--- src/rtl/shift_pkg.sv ---
// Shared constants and types for the shift arbiter and its shifter core.
package shift_pkg;

  localparam int SHIFT_DATA_W  = 32;
  localparam int SHIFT_SHAMT_W = 5;

  localparam logic [1:0] OP_SRL = 2'b00;
  localparam logic [1:0] OP_SLL = 2'b01;
  localparam logic [1:0] OP_SRA = 2'b10;
  localparam logic [1:0] OP_ILL = 2'b11;

  typedef enum logic {
    ST_EMPTY = 1'b0,
    ST_FULL  = 1'b1
  } state_t;

  // The core has no meaning for OP_ILL, so it is steered to a harmless SLL.
  function automatic logic [1:0] core_type(input logic [1:0] op);
    return (op == OP_ILL) ? OP_SLL : op;
  endfunction

endpackage

--- src/rtl/shift_arbiter_if.sv ---
// Request, response and grant-counter signals between two requesters, a consumer and the arbiter.
interface shift_arbiter_if
  import shift_pkg::*;
#(
  parameter int DATA_W  = SHIFT_DATA_W,
  parameter int SHAMT_W = SHIFT_SHAMT_W,
  parameter int CNT_W   = 16
);

  logic               req0_valid;
  logic               req0_ready;
  logic [DATA_W-1:0]  req0_a;
  logic [SHAMT_W-1:0] req0_shamt;
  logic [1:0]         req0_op;

  logic               req1_valid;
  logic               req1_ready;
  logic [DATA_W-1:0]  req1_a;
  logic [SHAMT_W-1:0] req1_shamt;
  logic [1:0]         req1_op;

  logic               rsp_valid;
  logic               rsp_ready;
  logic               rsp_id;
  logic [DATA_W-1:0]  rsp_data;
  logic               rsp_err;

  logic [CNT_W-1:0]   gnt0_cnt;
  logic [CNT_W-1:0]   gnt1_cnt;

  modport master (
    output req0_valid, req0_a, req0_shamt, req0_op,
    output req1_valid, req1_a, req1_shamt, req1_op,
    output rsp_ready,
    input  req0_ready, req1_ready,
    input  rsp_valid, rsp_id, rsp_data, rsp_err,
    input  gnt0_cnt, gnt1_cnt
  );

  modport slave (
    input  req0_valid, req0_a, req0_shamt, req0_op,
    input  req1_valid, req1_a, req1_shamt, req1_op,
    input  rsp_ready,
    output req0_ready, req1_ready,
    output rsp_valid, rsp_id, rsp_data, rsp_err,
    output gnt0_cnt, gnt1_cnt
  );

endinterface

--- src/rtl/Shift1.sv ---
// Combinational barrel shifter core: SRL/SLL zero-fill, SRA sign-fill; any other type passes a through.
module Shift1
  import shift_pkg::*;
#(
  parameter int W  = SHIFT_DATA_W,
  parameter int SW = SHIFT_SHAMT_W
) (
  input  logic [W-1:0]  a,
  input  logic [SW-1:0] shamt,
  input  logic [1:0]    op_type,
  output logic [W-1:0]  r
);

  always_comb begin
    r = a;
    case (op_type)
      OP_SRL:  r = a >> shamt;
      OP_SLL:  r = a << shamt;
      OP_SRA:  r = $signed(a) >>> shamt;
      default: r = a;
    endcase
  end

endmodule

--- src/rtl/shift_arbiter.sv ---
// Round-robin share of one shifter between two requesters, with a single registered response stage.
// Results appear one cycle after accept; a stalled response blocks both requesters.
module shift_arbiter
  import shift_pkg::*;
#(
  parameter int DATA_W  = SHIFT_DATA_W,
  parameter int SHAMT_W = SHIFT_SHAMT_W,
  parameter int CNT_W   = 16
) (
  input  logic           clk,
  input  logic           rst,
  shift_arbiter_if.slave sa_if
);

  state_t             state_q, state_d;
  logic               rr_ptr_q, rr_ptr_d;
  logic               rsp_id_q, rsp_id_d;
  logic [DATA_W-1:0]  rsp_data_q, rsp_data_d;
  logic               rsp_err_q, rsp_err_d;
  logic [CNT_W-1:0]   gnt0_cnt_q, gnt0_cnt_d;
  logic [CNT_W-1:0]   gnt1_cnt_q, gnt1_cnt_d;

  logic               both_vld;
  logic               any_vld;
  logic               win_id;
  logic               can_accept;
  logic               accept;
  logic [DATA_W-1:0]  sel_a;
  logic [SHAMT_W-1:0] sel_shamt;
  logic [1:0]         sel_op;
  logic [SHAMT_W-1:0] core_shamt;
  logic [1:0]         core_op;
  logic [DATA_W-1:0]  core_r;

  // Arbitration and operand steering
  always_comb begin
    both_vld   = sa_if.req0_valid & sa_if.req1_valid;
    any_vld    = sa_if.req0_valid | sa_if.req1_valid;
    win_id     = both_vld ? rr_ptr_q : sa_if.req1_valid;
    can_accept = (state_q == ST_EMPTY) | sa_if.rsp_ready;
    accept     = any_vld & can_accept & ~rst;

    sel_a      = win_id ? sa_if.req1_a     : sa_if.req0_a;
    sel_shamt  = win_id ? sa_if.req1_shamt : sa_if.req0_shamt;
    sel_op     = win_id ? sa_if.req1_op    : sa_if.req0_op;

    core_op    = core_type(sel_op);
    core_shamt = (sel_op == OP_ILL) ? '0 : sel_shamt;
  end

  assign sa_if.req0_ready = accept & ~win_id;
  assign sa_if.req1_ready = accept &  win_id;

  Shift1 #(
    .W  (DATA_W),
    .SW (SHAMT_W)
  ) u_shift (
    .a       (sel_a),
    .shamt   (core_shamt),
    .op_type (core_op),
    .r       (core_r)
  );

  always_comb begin
    state_d    = state_q;
    rr_ptr_d   = rr_ptr_q;
    rsp_id_d   = rsp_id_q;
    rsp_data_d = rsp_data_q;
    rsp_err_d  = rsp_err_q;
    gnt0_cnt_d = gnt0_cnt_q;
    gnt1_cnt_d = gnt1_cnt_q;

    case (state_q)
      ST_EMPTY: if (accept) state_d = ST_FULL;
      ST_FULL:  if (!accept && sa_if.rsp_ready) state_d = ST_EMPTY;
      default:  state_d = ST_EMPTY;
    endcase

    if (accept) begin
      rsp_id_d   = win_id;
      rsp_data_d = core_r;
      rsp_err_d  = (sel_op == OP_ILL);
      if (both_vld) rr_ptr_d = ~win_id;
      if (!win_id) begin
        gnt0_cnt_d = (&gnt0_cnt_q) ? gnt0_cnt_q : gnt0_cnt_q + 1'b1;
      end else begin
        gnt1_cnt_d = (&gnt1_cnt_q) ? gnt1_cnt_q : gnt1_cnt_q + 1'b1;
      end
    end
  end

  always_ff @(posedge clk or posedge rst) begin
    if (rst) begin
      state_q    <= ST_EMPTY;
      rr_ptr_q   <= 1'b0;
      rsp_id_q   <= 1'b0;
      rsp_data_q <= '0;
      rsp_err_q  <= 1'b0;
      gnt0_cnt_q <= '0;
      gnt1_cnt_q <= '0;
    end else begin
      state_q    <= state_d;
      rr_ptr_q   <= rr_ptr_d;
      rsp_id_q   <= rsp_id_d;
      rsp_data_q <= rsp_data_d;
      rsp_err_q  <= rsp_err_d;
      gnt0_cnt_q <= gnt0_cnt_d;
      gnt1_cnt_q <= gnt1_cnt_d;
    end
  end

  assign sa_if.rsp_valid = (state_q == ST_FULL);
  assign sa_if.rsp_id    = rsp_id_q;
  assign sa_if.rsp_data  = rsp_data_q;
  assign sa_if.rsp_err   = rsp_err_q;
  assign sa_if.gnt0_cnt  = gnt0_cnt_q;
  assign sa_if.gnt1_cnt  = gnt1_cnt_q;

endmodule

--- src/flat_wrapper.sv ---
// flat-port wrapper written by rule: the top's interface ports become plain ports
module shift_arbiter_flat import shift_pkg::*;
#(
  parameter int DATA_W  = SHIFT_DATA_W,
  parameter int SHAMT_W = SHIFT_SHAMT_W,
  parameter int CNT_W   = 16
)
  (clk, rst, sa_if_req0_valid, sa_if_req0_a, sa_if_req0_shamt, sa_if_req0_op, sa_if_req1_valid, sa_if_req1_a, sa_if_req1_shamt, sa_if_req1_op, sa_if_rsp_ready, sa_if_req0_ready, sa_if_req1_ready, sa_if_rsp_valid, sa_if_rsp_id, sa_if_rsp_data, sa_if_rsp_err, sa_if_gnt0_cnt, sa_if_gnt1_cnt);
  shift_arbiter_if #(.DATA_W(DATA_W), .SHAMT_W(SHAMT_W), .CNT_W(CNT_W)) sa_if_i ();
  input  logic clk;
  input  logic rst;
  input wire logic [$bits(sa_if_i.req0_valid)-1:0] sa_if_req0_valid;
  input wire logic [$bits(sa_if_i.req0_a)-1:0] sa_if_req0_a;
  input wire logic [$bits(sa_if_i.req0_shamt)-1:0] sa_if_req0_shamt;
  input wire logic [$bits(sa_if_i.req0_op)-1:0] sa_if_req0_op;
  input wire logic [$bits(sa_if_i.req1_valid)-1:0] sa_if_req1_valid;
  input wire logic [$bits(sa_if_i.req1_a)-1:0] sa_if_req1_a;
  input wire logic [$bits(sa_if_i.req1_shamt)-1:0] sa_if_req1_shamt;
  input wire logic [$bits(sa_if_i.req1_op)-1:0] sa_if_req1_op;
  input wire logic [$bits(sa_if_i.rsp_ready)-1:0] sa_if_rsp_ready;
  output wire logic [$bits(sa_if_i.req0_ready)-1:0] sa_if_req0_ready;
  output wire logic [$bits(sa_if_i.req1_ready)-1:0] sa_if_req1_ready;
  output wire logic [$bits(sa_if_i.rsp_valid)-1:0] sa_if_rsp_valid;
  output wire logic [$bits(sa_if_i.rsp_id)-1:0] sa_if_rsp_id;
  output wire logic [$bits(sa_if_i.rsp_data)-1:0] sa_if_rsp_data;
  output wire logic [$bits(sa_if_i.rsp_err)-1:0] sa_if_rsp_err;
  output wire logic [$bits(sa_if_i.gnt0_cnt)-1:0] sa_if_gnt0_cnt;
  output wire logic [$bits(sa_if_i.gnt1_cnt)-1:0] sa_if_gnt1_cnt;
  assign sa_if_i.req0_valid = sa_if_req0_valid;
  assign sa_if_i.req0_a = sa_if_req0_a;
  assign sa_if_i.req0_shamt = sa_if_req0_shamt;
  assign sa_if_i.req0_op = sa_if_req0_op;
  assign sa_if_i.req1_valid = sa_if_req1_valid;
  assign sa_if_i.req1_a = sa_if_req1_a;
  assign sa_if_i.req1_shamt = sa_if_req1_shamt;
  assign sa_if_i.req1_op = sa_if_req1_op;
  assign sa_if_i.rsp_ready = sa_if_rsp_ready;
  assign sa_if_req0_ready = sa_if_i.req0_ready;
  assign sa_if_req1_ready = sa_if_i.req1_ready;
  assign sa_if_rsp_valid = sa_if_i.rsp_valid;
  assign sa_if_rsp_id = sa_if_i.rsp_id;
  assign sa_if_rsp_data = sa_if_i.rsp_data;
  assign sa_if_rsp_err = sa_if_i.rsp_err;
  assign sa_if_gnt0_cnt = sa_if_i.gnt0_cnt;
  assign sa_if_gnt1_cnt = sa_if_i.gnt1_cnt;
  shift_arbiter #(.DATA_W(DATA_W), .SHAMT_W(SHAMT_W), .CNT_W(CNT_W)) u_core (.clk(clk), .rst(rst), .sa_if(sa_if_i));
endmodule
--- config.mk ---
export PLATFORM = sky130hd
export DESIGN_NAME = shift_arbiter_flat
export DESIGN_NICKNAME = d
export VERILOG_FILES = /design/src/rtl/shift_pkg.sv /design/src/rtl/shift_arbiter_if.sv /design/src/rtl/Shift1.sv /design/src/rtl/shift_arbiter.sv /design/src/flat_wrapper.sv
export SDC_FILE = /design/constraint.sdc
export NUM_CORES = 1
export LEC_CHECK = 0
export ABC_AREA = 1
export BUFFER_PORTS_ARGS = -buffer_cell sky130_fd_sc_hd__buf_2
export CAP_MARGIN = 20
export CORE_MARGIN = 2
export CORE_UTILIZATION = 47
export DETAILED_ROUTE_END_ITERATION = 8
export PLACE_DENSITY_LB_ADDON = 0.15
export SLEW_MARGIN = 20
export SYNTH_ARGS = -nofsm -noshare
export SYNTH_HDL_FRONTEND = slang
export SYNTH_SLANG_ARGS = --single-unit
--- constraint.sdc ---
create_clock -name clk -period 3.65 [get_ports clk]
set_clock_uncertainty 0.05 [all_clocks]
set_input_delay 0.365 -clock clk [delete_from_list [all_inputs] [get_ports clk]]
set_output_delay 0.365 -clock clk [all_outputs]
set_load 0.01 [all_outputs]
==> results.txt <==
Number of inserted diodes: 0. The floorplan step defined a core boundary enclosing 0.0152 sq mm. For the initial antenna violation count, the log shows 1. The share of total power dissipated in combinational logic is 61.9%. The final critical path takes up 87.2% of the cycle. Entering global routing, the biggest net connects 64 pins. The run gives 0.00478 sq mm as the multi-input combinational cell area. The path class of the tightest hold or removal check is in2async. TritonCTS built the clock tree.

Data on the critical path is required at its endpoint by 3820 ps. Static timing analysis puts the maximum clock frequency at 0.314 GHz. The final global-route overflow total came out at 0.

Final max-slew violation count: 0. The nature of the critical path endpoint is a flip-flop. The buffer cell driving the clock tree root is clkbuf_16. The number of setup buffers added after CTS is 0. Setup repair after global routing left no endpoint under its margin. The logs give 0 for the hold violation count in the final report and 21.3% for the register share of total power. For the number of primary I/O pins, the log shows 152.

On the critical path, the stage with the largest delay is an instance of nor2_4. The number of enable flip-flop cells after synthesis works out to 0. The layout net count was 1463; the internal power component was 2.50 mW.

In the synthesized netlist the dominant register cell turns out to be dfrtp_1. The cell area that synthesis handed to floorplanning was 0.00732 sq mm. Detailed placement finished with a half-perimeter wire length of 21400 microns.

The run gives 1264 as the gate count of the mapped netlist. In this run, post-CTS repair resized a total of 0 instances. The detailed router finished its first iteration with 1015 violations. At the placement stage, the worst setup path has a slack of 487 ps. The tools report the switching power as 2.74 mW. VDD sags by at most 0.432 mV. The kind of start point of the critical path was a flip-flop. The portion of the post-synthesis area used by sequential elements is 23.3%. Counting I/O delays and the setup requirement, the final critical path takes 3180 ps. The CTS buffer count is 9, and the final number of setup-violating endpoints is 0. Cells with a size suffix above 1 make up 17.3% of the layout. For the total track usage, the log shows 33.7%. The flow ran to the end, and the final reports show no timing, DRC or antenna violations.

The clock reaches the later pin of the worst-skew pair after 330 ps. For the global placement routability congestion, the log shows 1.01. The number of search-and-repair iterations in the first detailed-routing pass was 6; the count of clock tree sinks was 68.

The die covers 0.0166 sq mm. The completed layout was analyzed and its total power is 5.24 mW. The initial utilization of the core area, before any placement, comes to 48.1%. The first global-routing pass estimated 43800 microns of wire. Across all layers, the routed design uses 8939 vias. The cell family contributing the most delay on the critical path is simple AND/OR/NAND/NOR gates. The floorplan has 45 rows. The maximum net fanout on the critical path is 20, and the remaining max-slew budget at the tightest pin is 39.8%. The register bit count reported by yosys works out to 68. The proportion of synthesized flip-flops having asynchronous set or reset came out at 100%. The signal on the critical path passes through inv_1, nand2_4, nand2_4, nand2_1, nand2_2, nand2_4, nand2_2, inv_2, nor2_4, inv_2, nand2_1, o21ai_1, o21ai_0, nand3_1, nor2_1, nor2_1. The number of vias per cell was 5.69. The power density relative to cell area was 624 mW/mm^2. Counting both buffers and inverters, the worst setup path holds a total of 3.

Across the run, the number of max-cap violations was 0. The average routed wire per standard cell is 17.6 microns, and the die span in y is 129 microns. The leakage power summed over all cells came out at 4.68 nW. The number of nets handed over by synthesis was 1349. Hold-fix buffer count after cts: 0. The cell seen most often among critical-path stages was nand2_4. The worst path meets setup with 469 ps of slack. Critical setup path kind: reg2reg.

For this run, the number of Yosys warnings is 0. The slew of the pin with the lowest slew margin was 903 ps; the number of nets still failing antenna checks after routing was 0. For the final wirelength, the log shows 27600 microns. Number of distinct library cell variants in the gate-level netlist after synthesis: 39. The clock transition at the registers of the reported paths was 60 ps; the post-detailed-route DRC marker count was 0. Relative to the synthesized area, the layout overhead comes to 14.6%. In this run switching power makes up 52.3% of total power.

The arrival time at the worst endpoint is 3350 ps, and the via count of the first global-routing pass is 8303. The mean post-synth cell area came out at 5.79 sq um. The die is 129 microns wide. The number of H-tree branching levels is 3.

The worst-case clock buffer depth is 2. Setup TNS after final layout: 0 ps. The biggest cell delay along the critical path is 410 ps. The most frequent standard cell in the layout excluding fill and tap cells was nand2_1. In this run, the clock network consumes 16.8% of the power.

The count of filler cells inserted in the layout is 1665. Quantity of I/O buffers inserted on ports: 151. In the layout the commonest cells are nand2_1 (418), nand3_1 (293), buf_2 (151). The sequential cells in the finished layout cover a total of 0.00170 sq mm.
[sequential cells by signal, summed over array words and instances, names as in the netlist]
| register | flops |
|---|---|
| u_core.sa_if.rsp_valid | 1 |
| u_core.sa_if.rsp_err | 1 |
| u_core.sa_if.gnt0_cnt | 16 |
| u_core.sa_if.rsp_data | 32 |
| u_core.rr_ptr_q | 1 |
| u_core.sa_if.gnt1_cnt | 16 |
| u_core.sa_if.rsp_id | 1 |
[worst reg2reg max path, delay by kind of cell (launching register included)]
family / cells / cell delay [ps]
AND/OR/NAND/NOR: 11 / 1990
flip-flops: 1 / 350
AO/OA/AOI/OAI: 2 / 250
buffers and inverters: 3 / 420
[power by group through the flow]
stage | registers (mW) | logic, mW | clock network (mW)
after global routing | 1.14 | 3.58 | 0.934
after detailed placement | 1.13 | 3.16 | 0
after floorplan | 1.20 | 2.11 | 0
after global placement | 1.12 | 3.17 | 0
final | 1.11 | 3.24 | 0.882
after CTS | 1.12 | 3.18 | 0.894
[worst paths after layout]
kind / start / to / slack (ps) / depth (start not counted)
max in group asynchronous: rst / u_core.sa_if.rsp_id$_DFFE_PP0P_ / 2570 / 4
min in group clk: sa_if_rsp_ready / u_core.sa_if.rsp_valid$_DFF_PP0_ / 190 / 2
max: u_core.rr_ptr_q$_DFFE_PP0P_ / u_core.sa_if.rsp_data[28]$_DFFE_PP0P_ / 470 / 16
max reg2reg: u_core.rr_ptr_q$_DFFE_PP0P_ / u_core.sa_if.rsp_data[28]$_DFFE_PP0P_ / 470 / 16
min: rst / u_core.sa_if.gnt1_cnt[10]$_DFFE_PP0P_ / 120 / 3
min reg2reg: u_core.sa_if.rsp_data[8]$_DFFE_PP0P_ / u_core.sa_if.rsp_data[8]$_DFFE_PP0P_ / 430 / 2
[layer usage]
layer | vias up | part of all wire (%) | GRT usage (%)
met3 | 82 | 7.8 | 5.53
met5 | - | 0 | 0
met4 | 0 | 4.7 | 15.7
met2 | 463 | 44 | 51.3
met1 | 4043 | 44 | 46.9
li1 | 4351 | - | -
[area by class of cell]
class / count / share of cell area (%)
Sequential cell: 68 / 20.3
Tap cell: 188 / 2.80
Multi-Input combinational cell: 1008 / 57.0
Timing Repair Buffer: 171 / 10.9
Inverter: 120 / 5.41
Clock buffer: 9 / 2.68
Clock inverter: 7 / 0.895
[synthesized netlist by cell type, types with 3 or more instances]
library cell | instances | area share, %
nand2_1 | 418 | 21
nor2_1 | 60 | 3.1
nand2_4 | 5 | 0.77
inv_2 | 9 | 0.46
nand4_1 | 8 | 0.68
nor2_4 | 3 | 0.46
buf_4 | 8 | 0.82
or2_2 | 17 | 1.5
buf_6 | 8 | 1.2
xor2_1 | 14 | 1.7
a31oi_1 | 3 | 0.26
a21oi_1 | 26 | 1.8
nor2_2 | 4 | 0.34
o211ai_1 | 5 | 0.51
clkbuf_1 | 15 | 0.77
buf_1 | 4 | 0.21
dfrtp_1 | 68 | 23
o21ai_0 | 50 | 3.4
nand2_2 | 6 | 0.51
nand3b_1 | 4 | 0.41
inv_1 | 111 | 5.7
nor3_1 | 12 | 0.82
buf_2 | 33 | 2.3
o21ai_1 | 40 | 2.7
o21a_1 | 3 | 0.31
nor4_1 | 3 | 0.26
xnor2_1 | 15 | 1.8
a21boi_1 | 5 | 0.51
nand3_1 | 293 | 20
[logic make-up (layout without fill, tap and decap cells)]
logic type | count (synthesis) | after routing | share of synthesized area [%]
buffers and inverters | 188 | 307 | 11.4
AO/OA/AOI/OAI | 139 | 139 | 10.4
XOR/XNOR | 29 | 29 | 3.47
multiplexers | 1 | 1 | 0.154
flip-flops | 68 | 68 | 23.3
adder cells (fa/ha/maj) | 2 | 2 | 0.342
AND/OR/NAND/NOR | 837 | 837 | 50.9
[through the flow]
stage | cells | hold WS (ps) | util, % | area (sq um)
after floorplan | 1264 | 411 | - | 7320
after global placement | 1555 | 411 | 53.2 | 8090
after detailed placement | 1555 | 418 | 53.2 | 8090
after CTS | 1571 | 128 | 55.2 | 8390
after global routing | 1571 | 137 | 55.2 | 8390
final | 1571 | 122 | 55.2 | 8390
No activity file was read; power rests on OpenSTA's default activity.
